===== src/rtl/stack_pointer_unit.sv =====
`default_nettype none
// ============================================================================
// Module   : stack_pointer_unit
// Function : Full-descending stack pointer with push, pop, load and a
//            multi-word frame push, bounded to the [SP_LIMIT, SP_INIT] window.
// Revision : 1.0 - initial release
// ============================================================================
module stack_pointer_unit #(
  parameter int unsigned   W        = 16,
  parameter int unsigned   STEP     = 2,
  parameter logic [W-1:0]  SP_INIT  = 16'h0100,
  parameter logic [W-1:0]  SP_LIMIT = 16'h00F0,
  parameter int unsigned   LW       = 4
) (
  input  logic          clk,
  input  logic          rst,
  input  logic          push,
  input  logic          pop,
  input  logic          load,
  input  logic [W-1:0]  load_val,
  input  logic          frame_req,
  input  logic [LW-1:0] frame_len,
  input  logic          clr_flags,
  output logic [W-1:0]  sp,
  output logic [W-1:0]  mem_addr,
  output logic          mem_we,
  output logic          mem_re,
  output logic [LW-1:0] frame_idx,
  output logic          busy,
  output logic          ovf,
  output logic          unf
);

  localparam logic [1:0] S_IDLE    = 2'd0;
  localparam logic [1:0] S_PUSHING = 2'd1;

  localparam logic [W-1:0] c_step       = W'(STEP);
  localparam logic [W:0]   c_step_ext   = (W+1)'(STEP);
  localparam logic [W:0]   c_init_ext   = {1'b0, SP_INIT};
  localparam logic [W:0]   c_limit_ext  = {1'b0, SP_LIMIT};

  logic [1:0]    r_state;
  logic [1:0]    w_state_nxt;

  logic [W-1:0]  r_sp;
  logic [W-1:0]  r_mem_addr;
  logic          r_mem_we;
  logic          r_mem_re;
  logic [LW-1:0] r_frame_idx;
  logic [LW-1:0] r_frame_last;
  logic          r_busy;
  logic          r_ovf;
  logic          r_unf;

  logic [W-1:0]  w_sp_nxt;
  logic [W-1:0]  w_mem_addr_nxt;
  logic          w_mem_we_nxt;
  logic          w_mem_re_nxt;
  logic [LW-1:0] w_frame_idx_nxt;
  logic [LW-1:0] w_frame_last_nxt;
  logic          w_busy_nxt;
  logic          w_ovf_nxt;
  logic          w_unf_nxt;

  // Bound checks are done one bit wider so neither side can wrap.
  logic [W:0]    w_sp_ext;
  logic [W:0]    w_frame_bytes;
  logic [W-1:0]  w_sp_dec;
  logic          w_push_ok;
  logic          w_pop_ok;
  logic          w_frame_ok;
  logic          w_frame_nz;
  logic [LW-1:0] w_idx_inc;
  logic          w_idx_last;

  assign w_sp_ext      = {1'b0, r_sp};
  assign w_frame_bytes = (W+1)'(frame_len) * c_step_ext;
  assign w_sp_dec      = r_sp - c_step;
  assign w_push_ok     = w_sp_ext >= (c_limit_ext + c_step_ext);
  assign w_pop_ok      = (w_sp_ext + c_step_ext) <= c_init_ext;
  assign w_frame_ok    = w_sp_ext >= (c_limit_ext + w_frame_bytes);
  assign w_frame_nz    = frame_len != '0;
  assign w_idx_inc     = r_frame_idx + LW'(1);
  assign w_idx_last    = w_idx_inc == r_frame_last;

  // State register
  always_ff @(posedge clk) begin
    if (rst) begin
      r_state <= S_IDLE;
    end else begin
      r_state <= w_state_nxt;
    end
  end

  // Next-state logic
  always_comb begin
    w_state_nxt = S_IDLE;
    case (r_state)
      S_IDLE: begin
        if (!load && frame_req && w_frame_nz && w_frame_ok && (frame_len != LW'(1))) begin
          w_state_nxt = S_PUSHING;
        end
      end
      S_PUSHING: begin
        w_state_nxt = w_idx_last ? S_IDLE : S_PUSHING;
      end
      default: w_state_nxt = S_IDLE;
    endcase
  end

  // Output logic: next values of every registered output
  always_comb begin
    w_sp_nxt         = r_sp;
    w_mem_addr_nxt   = r_mem_addr;
    w_mem_we_nxt     = 1'b0;
    w_mem_re_nxt     = 1'b0;
    w_frame_idx_nxt  = '0;
    w_frame_last_nxt = r_frame_last;
    w_busy_nxt       = 1'b0;
    w_ovf_nxt        = r_ovf & ~clr_flags;
    w_unf_nxt        = r_unf & ~clr_flags;
    case (r_state)
      S_IDLE: begin
        if (load) begin
          w_sp_nxt = load_val;
        end else if (frame_req) begin
          if (w_frame_nz) begin
            if (w_frame_ok) begin
              w_sp_nxt         = w_sp_dec;
              w_mem_addr_nxt   = w_sp_dec;
              w_mem_we_nxt     = 1'b1;
              w_frame_last_nxt = frame_len - LW'(1);
              w_busy_nxt       = frame_len != LW'(1);
            end else begin
              w_ovf_nxt = 1'b1;
            end
          end
        end else if (push && pop) begin
          if (r_sp != SP_INIT) begin
            w_mem_addr_nxt = r_sp;
            w_mem_we_nxt   = 1'b1;
          end else begin
            w_unf_nxt = 1'b1;
          end
        end else if (push) begin
          if (w_push_ok) begin
            w_sp_nxt       = w_sp_dec;
            w_mem_addr_nxt = w_sp_dec;
            w_mem_we_nxt   = 1'b1;
          end else begin
            w_ovf_nxt = 1'b1;
          end
        end else if (pop) begin
          if (w_pop_ok) begin
            w_mem_addr_nxt = r_sp;
            w_mem_re_nxt   = 1'b1;
            w_sp_nxt       = r_sp + c_step;
          end else begin
            w_unf_nxt = 1'b1;
          end
        end
      end
      S_PUSHING: begin
        // Range was prechecked on acceptance, so no bound test per word.
        w_sp_nxt        = w_sp_dec;
        w_mem_addr_nxt  = w_sp_dec;
        w_mem_we_nxt    = 1'b1;
        w_frame_idx_nxt = w_idx_inc;
        w_busy_nxt      = !w_idx_last;
      end
      default: ;
    endcase
  end

  always_ff @(posedge clk) begin
    if (rst) begin
      r_sp         <= SP_INIT;
      r_mem_addr   <= '0;
      r_mem_we     <= 1'b0;
      r_mem_re     <= 1'b0;
      r_frame_idx  <= '0;
      r_frame_last <= '0;
      r_busy       <= 1'b0;
      r_ovf        <= 1'b0;
      r_unf        <= 1'b0;
    end else begin
      r_sp         <= w_sp_nxt;
      r_mem_addr   <= w_mem_addr_nxt;
      r_mem_we     <= w_mem_we_nxt;
      r_mem_re     <= w_mem_re_nxt;
      r_frame_idx  <= w_frame_idx_nxt;
      r_frame_last <= w_frame_last_nxt;
      r_busy       <= w_busy_nxt;
      r_ovf        <= w_ovf_nxt;
      r_unf        <= w_unf_nxt;
    end
  end

  assign sp        = r_sp;
  assign mem_addr  = r_mem_addr;
  assign mem_we    = r_mem_we;
  assign mem_re    = r_mem_re;
  assign frame_idx = r_frame_idx;
  assign busy      = r_busy;
  assign ovf       = r_ovf;
  assign unf       = r_unf;

endmodule
`default_nettype wire


===== config.mk =====
export PLATFORM = sky130hd
export DESIGN_NAME = stack_pointer_unit
export DESIGN_NICKNAME = d
export VERILOG_FILES = /design/src/rtl/stack_pointer_unit.sv
export SDC_FILE = /design/constraint.sdc
export NUM_CORES = 1
export LEC_CHECK = 0
export BUFFER_PORTS_ARGS = -buffer_cell sky130_fd_sc_hd__buf_2
export CORE_UTILIZATION = 58
export CTS_BUF_LIST = sky130_fd_sc_hd__clkbuf_8
export DETAILED_ROUTE_END_ITERATION = 10
export MAX_ROUTING_LAYER = met4
export PLACE_DENSITY = 0.83
export SLEW_MARGIN = 10
export SYNTH_ARGS = -nofsm -noshare
export SYNTH_HDL_FRONTEND = slang
export SYNTH_SLANG_ARGS = --single-unit

===== constraint.sdc =====
create_clock -name clk -period 3.4 [get_ports clk]
set_clock_uncertainty 0.15 [all_clocks]
set_input_delay 0.34 -clock clk [delete_from_list [all_inputs] [get_ports clk]]
set_output_delay 0.34 -clock clk [all_outputs]
set_load 0.1 [all_outputs]

==> results of run 1 <==
## routing by layer
metal,global-route usage [%],vias up
li1,-,1715
met1,47.91,1664
met2,57.30,207
met3,6.897,37
met4,15.93,0
met5,-,-
## power by group through the flow
stage,Sequential [mW],Combinational [mW],Clock (mW)
finish,0.729,1.36,0.431
global route,0.736,1.44,0.455
CTS,0.723,1.34,0.428
detailed placement,0.736,1.33,0
global placement,0.733,1.32,0
floorplan,1.17,0.626,0
## per-stage QoR
| step | util [%] | setup WS, ps | hold WS [ps] | total power [mW] | std cells |
|---|---|---|---|---|---|
| 2_1_floorplan | - | 5.126 | 326.0 | 1.795 | 438 |
| 3_3_place_gp | 67.74 | 323.6 | 303.1 | 2.056 | 557 |
| 3_5_place_dp | 67.74 | 331.1 | 321.7 | 2.069 | 557 |
| 4_1_cts | 69.75 | 273.7 | 122.6 | 2.490 | 565 |
| 5_1_grt | 69.75 | 10.37 | 139.5 | 2.626 | 565 |
| 6_report | 69.75 | 224.9 | 127.6 | 2.518 | 565 |
## cells in the final DEF (no fill, tap or decap), types with 14 or more instances in the layout
cell type | Yosys | routed
a211oi_1 | 14 | 14
a21oi_1 | 41 | 41
buf_2 | 6 | 67
buf_4 | 7 | 18
dfxtp_1 | 46 | 42
inv_1 | 15 | 15
nand2_1 | 34 | 34
nor2_1 | 41 | 41
o21ai_0 | 17 | 17
xnor2_1 | 22 | 22
## tightest hold or removal path, delay by kind of cell
| kind | cells | cell delay (ps) |
|---|---|---|
| AOI/OAI and AO/OA | 1 | 50 |
| buffers and inverters | 1 | 100 |
| and+or+nand+nor | 1 | 50 |
## synth_stat cells, types with 5 or more instances
cell type / number / share of area, %
and3_1: 7 / 1.3
mux2i_1: 6 / 1.8
xor2_1: 10 / 2.6
ha_1: 13 / 4.8
nor2_1: 41 / 4.5
a211oi_1: 14 / 3.1
dfxtp_1: 46 / 27
or3_1: 12 / 2.2
clkbuf_1: 20 / 2.2
a21oi_1: 41 / 6.0
nand2b_1: 9 / 1.6
a22oi_1: 6 / 1.3
buf_4: 7 / 1.5
a221oi_1: 5 / 1.3
o21ai_0: 17 / 2.5
xnor2_1: 22 / 5.6
nand2_1: 34 / 3.7
nor4_1: 9 / 1.6
inv_1: 15 / 1.6
nand3_1: 12 / 1.8
a31oi_1: 6 / 1.1
nor3_1: 13 / 1.9
buf_2: 6 / 0.88
## kinds of logic (layout without fill, tap and decap cells)
logic type / Yosys count / in the layout / synth area share, %
AND/OR/NAND/NOR: 161 / 161 / 24.93
buffers and inverters: 53 / 108 / 7.064
adder cells (fa/ha/maj): 13 / 13 / 4.759
XOR/XNOR: 32 / 32 / 8.199
flip-flops: 46 / 46 / 26.94
AO/OA/AOI/OAI: 127 / 127 / 26.35
multiplexers: 6 / 6 / 1.757
## cell type report
class	instances	area, um2
Clock inverter	3	43.79
Sequential cell	46	925.9
Tap cell	72	90.09
Fill cell	498	1697
Multi-Input combinational cell	339	2256
Clock buffer	5	68.82
Inverter	15	56.30
Timing Repair Buffer	85	470.5
## sequential cells by signal (all words and copies together) (netlist names)
register	count
mem_addr	16
mem_we	1
mem_re	1
unf	1
frame_idx	4
r_state	1
ovf	1
r_frame_last	4
sp	16
busy	1
## worst max-delay path by stage
stage | startpoint | end | slack [ps] | cells past startpoint
after global placement | sp[3] | sp[1] | 320 | 8
after floorplan | sp[8] | sp[7] | 5 | 8
after global routing | sp[3] | mem_addr[14] | 10 | 9
after CTS | sp[3] | sp[1] | 270 | 8
final | sp[3] | mem_addr[14] | 220 | 8
after detailed placement | sp[3] | sp[1] | 330 | 8
==> metrics.yaml, run 1 <==
setup_path:
  r2r_end: "mem_addr[14]"
  r2r_start: "sp[3]"
  crit_fanout: 16
  required_ps: 3450
  crit_family: "simple AND/OR/NAND/NOR gates"
  cp_cell_sequence: "nand3_1 > buf_4 > nor4_1 > mux2i_1 > buf_4 > a21o_2 > a21oi_1 > a211oi_1"
  critPathKind: "reg2reg"
  critical_path_buf_inv_count: 2
  worstPathArrival_ps: 3230
  crit_path_max_incr_delay_ps: 640
  cp-start-kind: "register"
  endpoint_kind: "register"
  cp_common_cell: "buf_4"
  r2r_cells: 8
  r2r_setup_slack_ps: 220
  slowest_stage: "dfxtp_1"
sta:
  worst_pin_slew_ps: 967.6
  fmax_mhz: 315.0
  finalCritPeriodShare_pct: 93.38
  slew_viol_final: 0
  fin_tns_setup_ps: 0
  hold_viol: 0
  finalCriticalPeriod_ps: 3175
  rsz0062_at_grt: "no"
  setup_violations: 0
  relSlewSlack_pct: 35.00
yosys:
  syn-num-nets: 478
  avgSynthCellArea_um2: 7.804
  ys_seq_area_share_pct: 26.94
  synth_edf_count: 0
  synth_warnings: 0
  async_flop_share_pct: 0
  syn_inst: 438
  ys.flop_type: "dfxtp_1"
  synth_area_um2: 3418
  ys_ff_latch: 46
  ys_types: 69
die:
  initial_utilization_pct: 60.95
  core.rowCount: 27
  pin_count: 68
  dieArea_um2: 6205
  fp.dieW_um: 78.77
  die_y_um: 78.77
  core_um2: 5608
drt:
  vias_per_cell: 6.412
  route.met2.wl_um: 4875
  drt-wirelength-per-cell_um: 19.18
  vias: 3623
  m1WireLength_um: 4700
  routed_wl_um: 10840
  top_layer_used: "met4"
  first_iter_violations: 337
  met3_length_um: 860
  final_antenna_net_count: 0
  dr.pass1.iters: 5
  drcViolationCount: 0
placement:
  hpwl_um: 8054
  io_buffers: 67
  gp_congestion: 0.9538
  place_area_um2: 3799
global_routing:
  grtUsageTotal_pct: 37.30
  grt_pass1_wl_um: 17420
  overflow: 0
  antenna_found_initial: 0
  grt_max_degree: 24
  grt_pass1_vias: 3463
cts:
  cts_tree: "done"
  hold_buffers: 0
  cts-htree-levels: 2
  post_cts_buffers: 0
  clock_latency_ps: 310
  clock_sinks: 46
  cts_buffers: 5
  clockBufferDepth: 2
  clockRootBuffer: "clkbuf_8"
  postCtsResizedCells: 0
  clkTransAtPathRegs_ps: 100
cells_and_area:
  drive_gt1_share_pct: 22.31
  final_nets: 532
  area_growth_pct: 14.42
  num_antenna_cells: 0
  postLayoutCellArea_um2: 3911
power_and_ir_drop:
  clkPwrFrac_pct: 17.1
  internal-power_mw: 1.197
  power_switching_share_pct: 52.48
  switching_power_mw: 1.322
  seqPwrFrac_pct: 28.9
  combPwrFrac_pct: 53.9
  ir_worst_vdd_uv: 381.9
  p_leak_nw: 1.657
  power_density_nw_per_um2: 643.8
job:
  drv_cap: 0
outcome:
  outcome: "completed"
worst_hold_path:
  hold_depth: 3
  hold_start: "load_val[0]"
  min_to: "sp[0]"
  hold_path_class: "in2reg"
No activity file was read; power rests on OpenSTA's default activity.
==> run 2, diff against run 1 <==
--- a/config.mk
+++ b/config.mk
@@ -5,6 +5,7 @@
 export SDC_FILE = /design/constraint.sdc
 export NUM_CORES = 1
 export LEC_CHECK = 0
+export ABC_AREA = 1
 export BUFFER_PORTS_ARGS = -buffer_cell sky130_fd_sc_hd__buf_2
 export CORE_UTILIZATION = 58
 export CTS_BUF_LIST = sky130_fd_sc_hd__clkbuf_8
==> run 2 against run 1 <==
  * Final cell count grew 22%
  * Routed wire length shrank 11%
  * Die area grew 1.6%
  * Global-route usage shrank 4.7 points
  * Via count grew 5.4%
  * Sequential power shrank 1%
  * Synthesized area grew 1.7%
  * Critical path type unchanged
  * Critical endpoint is now sp[7]
==> metrics.yaml, run 2 <==
power_and_ir_drop:
  ir_worst_vdd_uv: 504.9  # +32%
  p_leak_nw: 1.970  # +19%
  power_density_nw_per_um2: 590.6  # -8.3%
sta:
  finalCriticalPeriod_ps: 2910  # -265.0 ps
  slew_viol_final: 0  # unchanged
  hold_viol: 0  # unchanged
  fin_tns_setup_ps: 0  # unchanged
  rsz0062_at_grt: "no"
  worst_pin_slew_ps: 945.7  # -21.85 ps
  layout_setup_ws_ps: 490.0  # +265.0 ps
  timing.hold.ws_ps: 61.00  # -66.56 ps
  finalCritPeriodShare_pct: 85.59  # -7.8 points
  fmax_mhz: 343.6  # +9.1%
  relSlewSlack_pct: 36.88  # +1.9 points
  setup_violations: 0  # unchanged
cells_and_area:
  num_antenna_cells: 0  # unchanged
  area_growth_pct: 12.24
  multi_input_area_um2: 2192  # -2.8%
  fillers: 516  # +3.6%
  final_nets: 658  # +24%
  post-route-util_pct: 69.15  # -0.60 points
  final_cell_mix: "141 x nand2_1, 86 x nor2_1, 67 x buf_2, 60 x inv_1, 50 x nand3_1"
  regArea_um2: 920.9  # -0.54%
  postLayoutCellArea_um2: 3901  # -0.26%
  layout_commonest_cell: "nand2_1"
  drive_gt1_share_pct: 16.32  # -6.0 points
cts:
  post_cts_buffers: 0  # unchanged
  postCtsResizedCells: 0  # unchanged
  hold_buffers: 0  # unchanged
  cts_tree: "done"
  clockBufferDepth: 2  # unchanged
  clock_latency_ps: 300  # about the same
  clkTransAtPathRegs_ps: 90  # about the same
  clock_sinks: 46  # unchanged
  clockRootBuffer: "clkbuf_8"
  cts-htree-levels: 2  # unchanged
  cts_buffers: 5  # unchanged
global_routing:
  met1_usage_pct: 43.04  # -4.9 points
  grt_max_degree: 31  # +29%
  grt.busiest_layer: "met2"
  overflow: 0  # unchanged
  grtUsageTotal_pct: 32.59  # -4.7 points
  antenna_found_initial: 0  # unchanged
  grt_pass1_wl_um: 15530  # -11%
  met3_usage_pct: 4.571  # -2.3 points
  grt_pass1_vias: 3299  # -4.7%
  met2_usage_pct: 49.91  # -7.4 points
setup_path:
  cp_cell_sequence: "ha_1 > nand3_1 > nor2_4 > nand4_1 > nand2_1 > nand2_1 > a21oi_1 > nand2_2 > nand2_4 > nand2_2 > nand2_1 > and2_1 > nor2_1"
  crit_fanout: 20  # +4
  cp-start-kind: "register"
  critical_path_buf_inv_count: 0  # -2
  required_ps: 3450  # about the same
  critPathKind: "reg2reg"
  crit_path_max_incr_delay_ps: 520  # -120 ps
  endpoint_kind: "register"
  worstPathArrival_ps: 2960  # -270 ps
  slowest_stage: "dfxtp_1"
  cp_common_cell: "nand2_1"
  crit_family: "simple AND/OR/NAND/NOR gates"
drt:
  vias_per_cell: 5.524  # -14%
  drcViolationCount: 0  # unchanged
  routed_wl_um: 9687  # -11%
  dr.pass1.iters: 5  # unchanged
  vias: 3817  # +5.4%
  drt-wirelength-per-cell_um: 14.02  # -27%
  first_iter_violations: 223  # -34%
  final_antenna_net_count: 0  # unchanged
yosys:
  ys_types: 38  # -45%
  ys_ff_latch: 46  # unchanged
  synth_warnings: 0  # unchanged
  syn-num-nets: 601  # +26%
  synthTopCellsByCount: "141 x nand2_1, 86 x nor2_1, 60 x inv_1, 50 x nand3_1, 46 x dfxtp_1"
  avgSynthCellArea_um2: 6.196  # -21%
  synth_top_cell_by_area: "dfxtp_1"
  synth_area_um2: 3476  # +1.7%
  synth_top_cell_area_share_pct: 26.49  # -0.45 points
  syn_inst: 561  # +28%
  async_flop_share_pct: 0  # unchanged
  yosysMostFrequentCell: "nand2_1"
  synth.area.top_cells: "dfxtp_1 26%, nand2_1 15%, nor2_1 9.3%"
  ys_seq_area_share_pct: 26.49  # -0.45 points
  synth_edf_count: 0  # unchanged
  ys.flop_type: "dfxtp_1"
die:
  die_y_um: 79.42  # +0.82%
  core.rowCount: 27  # unchanged
  initial_utilization_pct: 61.61  # +0.66 points
  core_um2: 5642  # +0.60%
  fp.dieW_um: 79.42  # +0.82%
  pin_count: 68  # unchanged
  dieArea_um2: 6307  # +1.6%
outcome:
  outcome: "completed"
job:
  drv_cap: 0  # unchanged
worst_hold_path:
  hold_path_class: "in2reg"
placement:
  io_buffers: 67  # unchanged
  hpwl_um: 7338  # -8.9%
  place_area_um2: 3811  # +0.33%
  pre_cts_ws_ps: 572.8  # +241.7 ps
  gp_congestion: 0.9789  # +2.6%
## run 2: final cells by class
type	instances	area share, %
Multi-Input combinational cell	430	56.19
Sequential cell	46	23.60
Clock inverter	3	0.5452
Tap cell	72	2.309
Clock buffer	5	1.764
Timing Repair Buffer	71	9.365
Inverter	64	6.222
## run 2: path summary, 6_finish.rpt
| check | startpoint | endpoint | slack [ps] | cells after the start |
|---|---|---|---|---|
| hold reg to reg | r_frame_last[3] | r_frame_last[3] | 330 | 2 |
| setup reg to reg | sp[1] | sp[7] | 490 | 13 |
| hold / removal | rst | mem_we | 60 | 2 |
| setup / recovery | sp[1] | sp[7] | 490 | 13 |
## run 2: where the power goes
part / leakage, nW / total (mW) / internal, mW / switching (mW)
clock network: 0.0441 / 0.346 / 0.145 / 0.201
registers: 0.380 / 0.720 / 0.614 / 0.106
logic: 1.55 / 1.24 / 0.269 / 0.969
total: 1.97 / 2.30 / 1.03 / 1.28
## run 2: stage by stage
stage / std cells / power [mW]
6_report: 691 / 2.304
5_1_grt: 691 / 2.434
4_1_cts: 691 / 2.300
3_5_place_dp: 683 / 1.952
3_3_place_gp: 683 / 1.935
2_1_floorplan: 561 / 1.727
## run 2: layer usage
layer | wire length [um] | part of all wire, %
met2 | 4355 | 45
met5 | 0 | 0
met3 | 869 | 9.0
met1 | 4183 | 43
met4 | 279 | 2.9
## run 2: cells by family after synthesis
kind of cell | count (synthesis) | share of synthesized area (%)
buffers and inverters | 85 | 10.58
flip-flops | 46 | 26.49
AND/OR/NAND/NOR | 312 | 39.52
AO/OA/AOI/OAI | 84 | 13.43
adder cells (fa/ha/maj) | 13 | 4.680
XOR/XNOR | 21 | 5.291
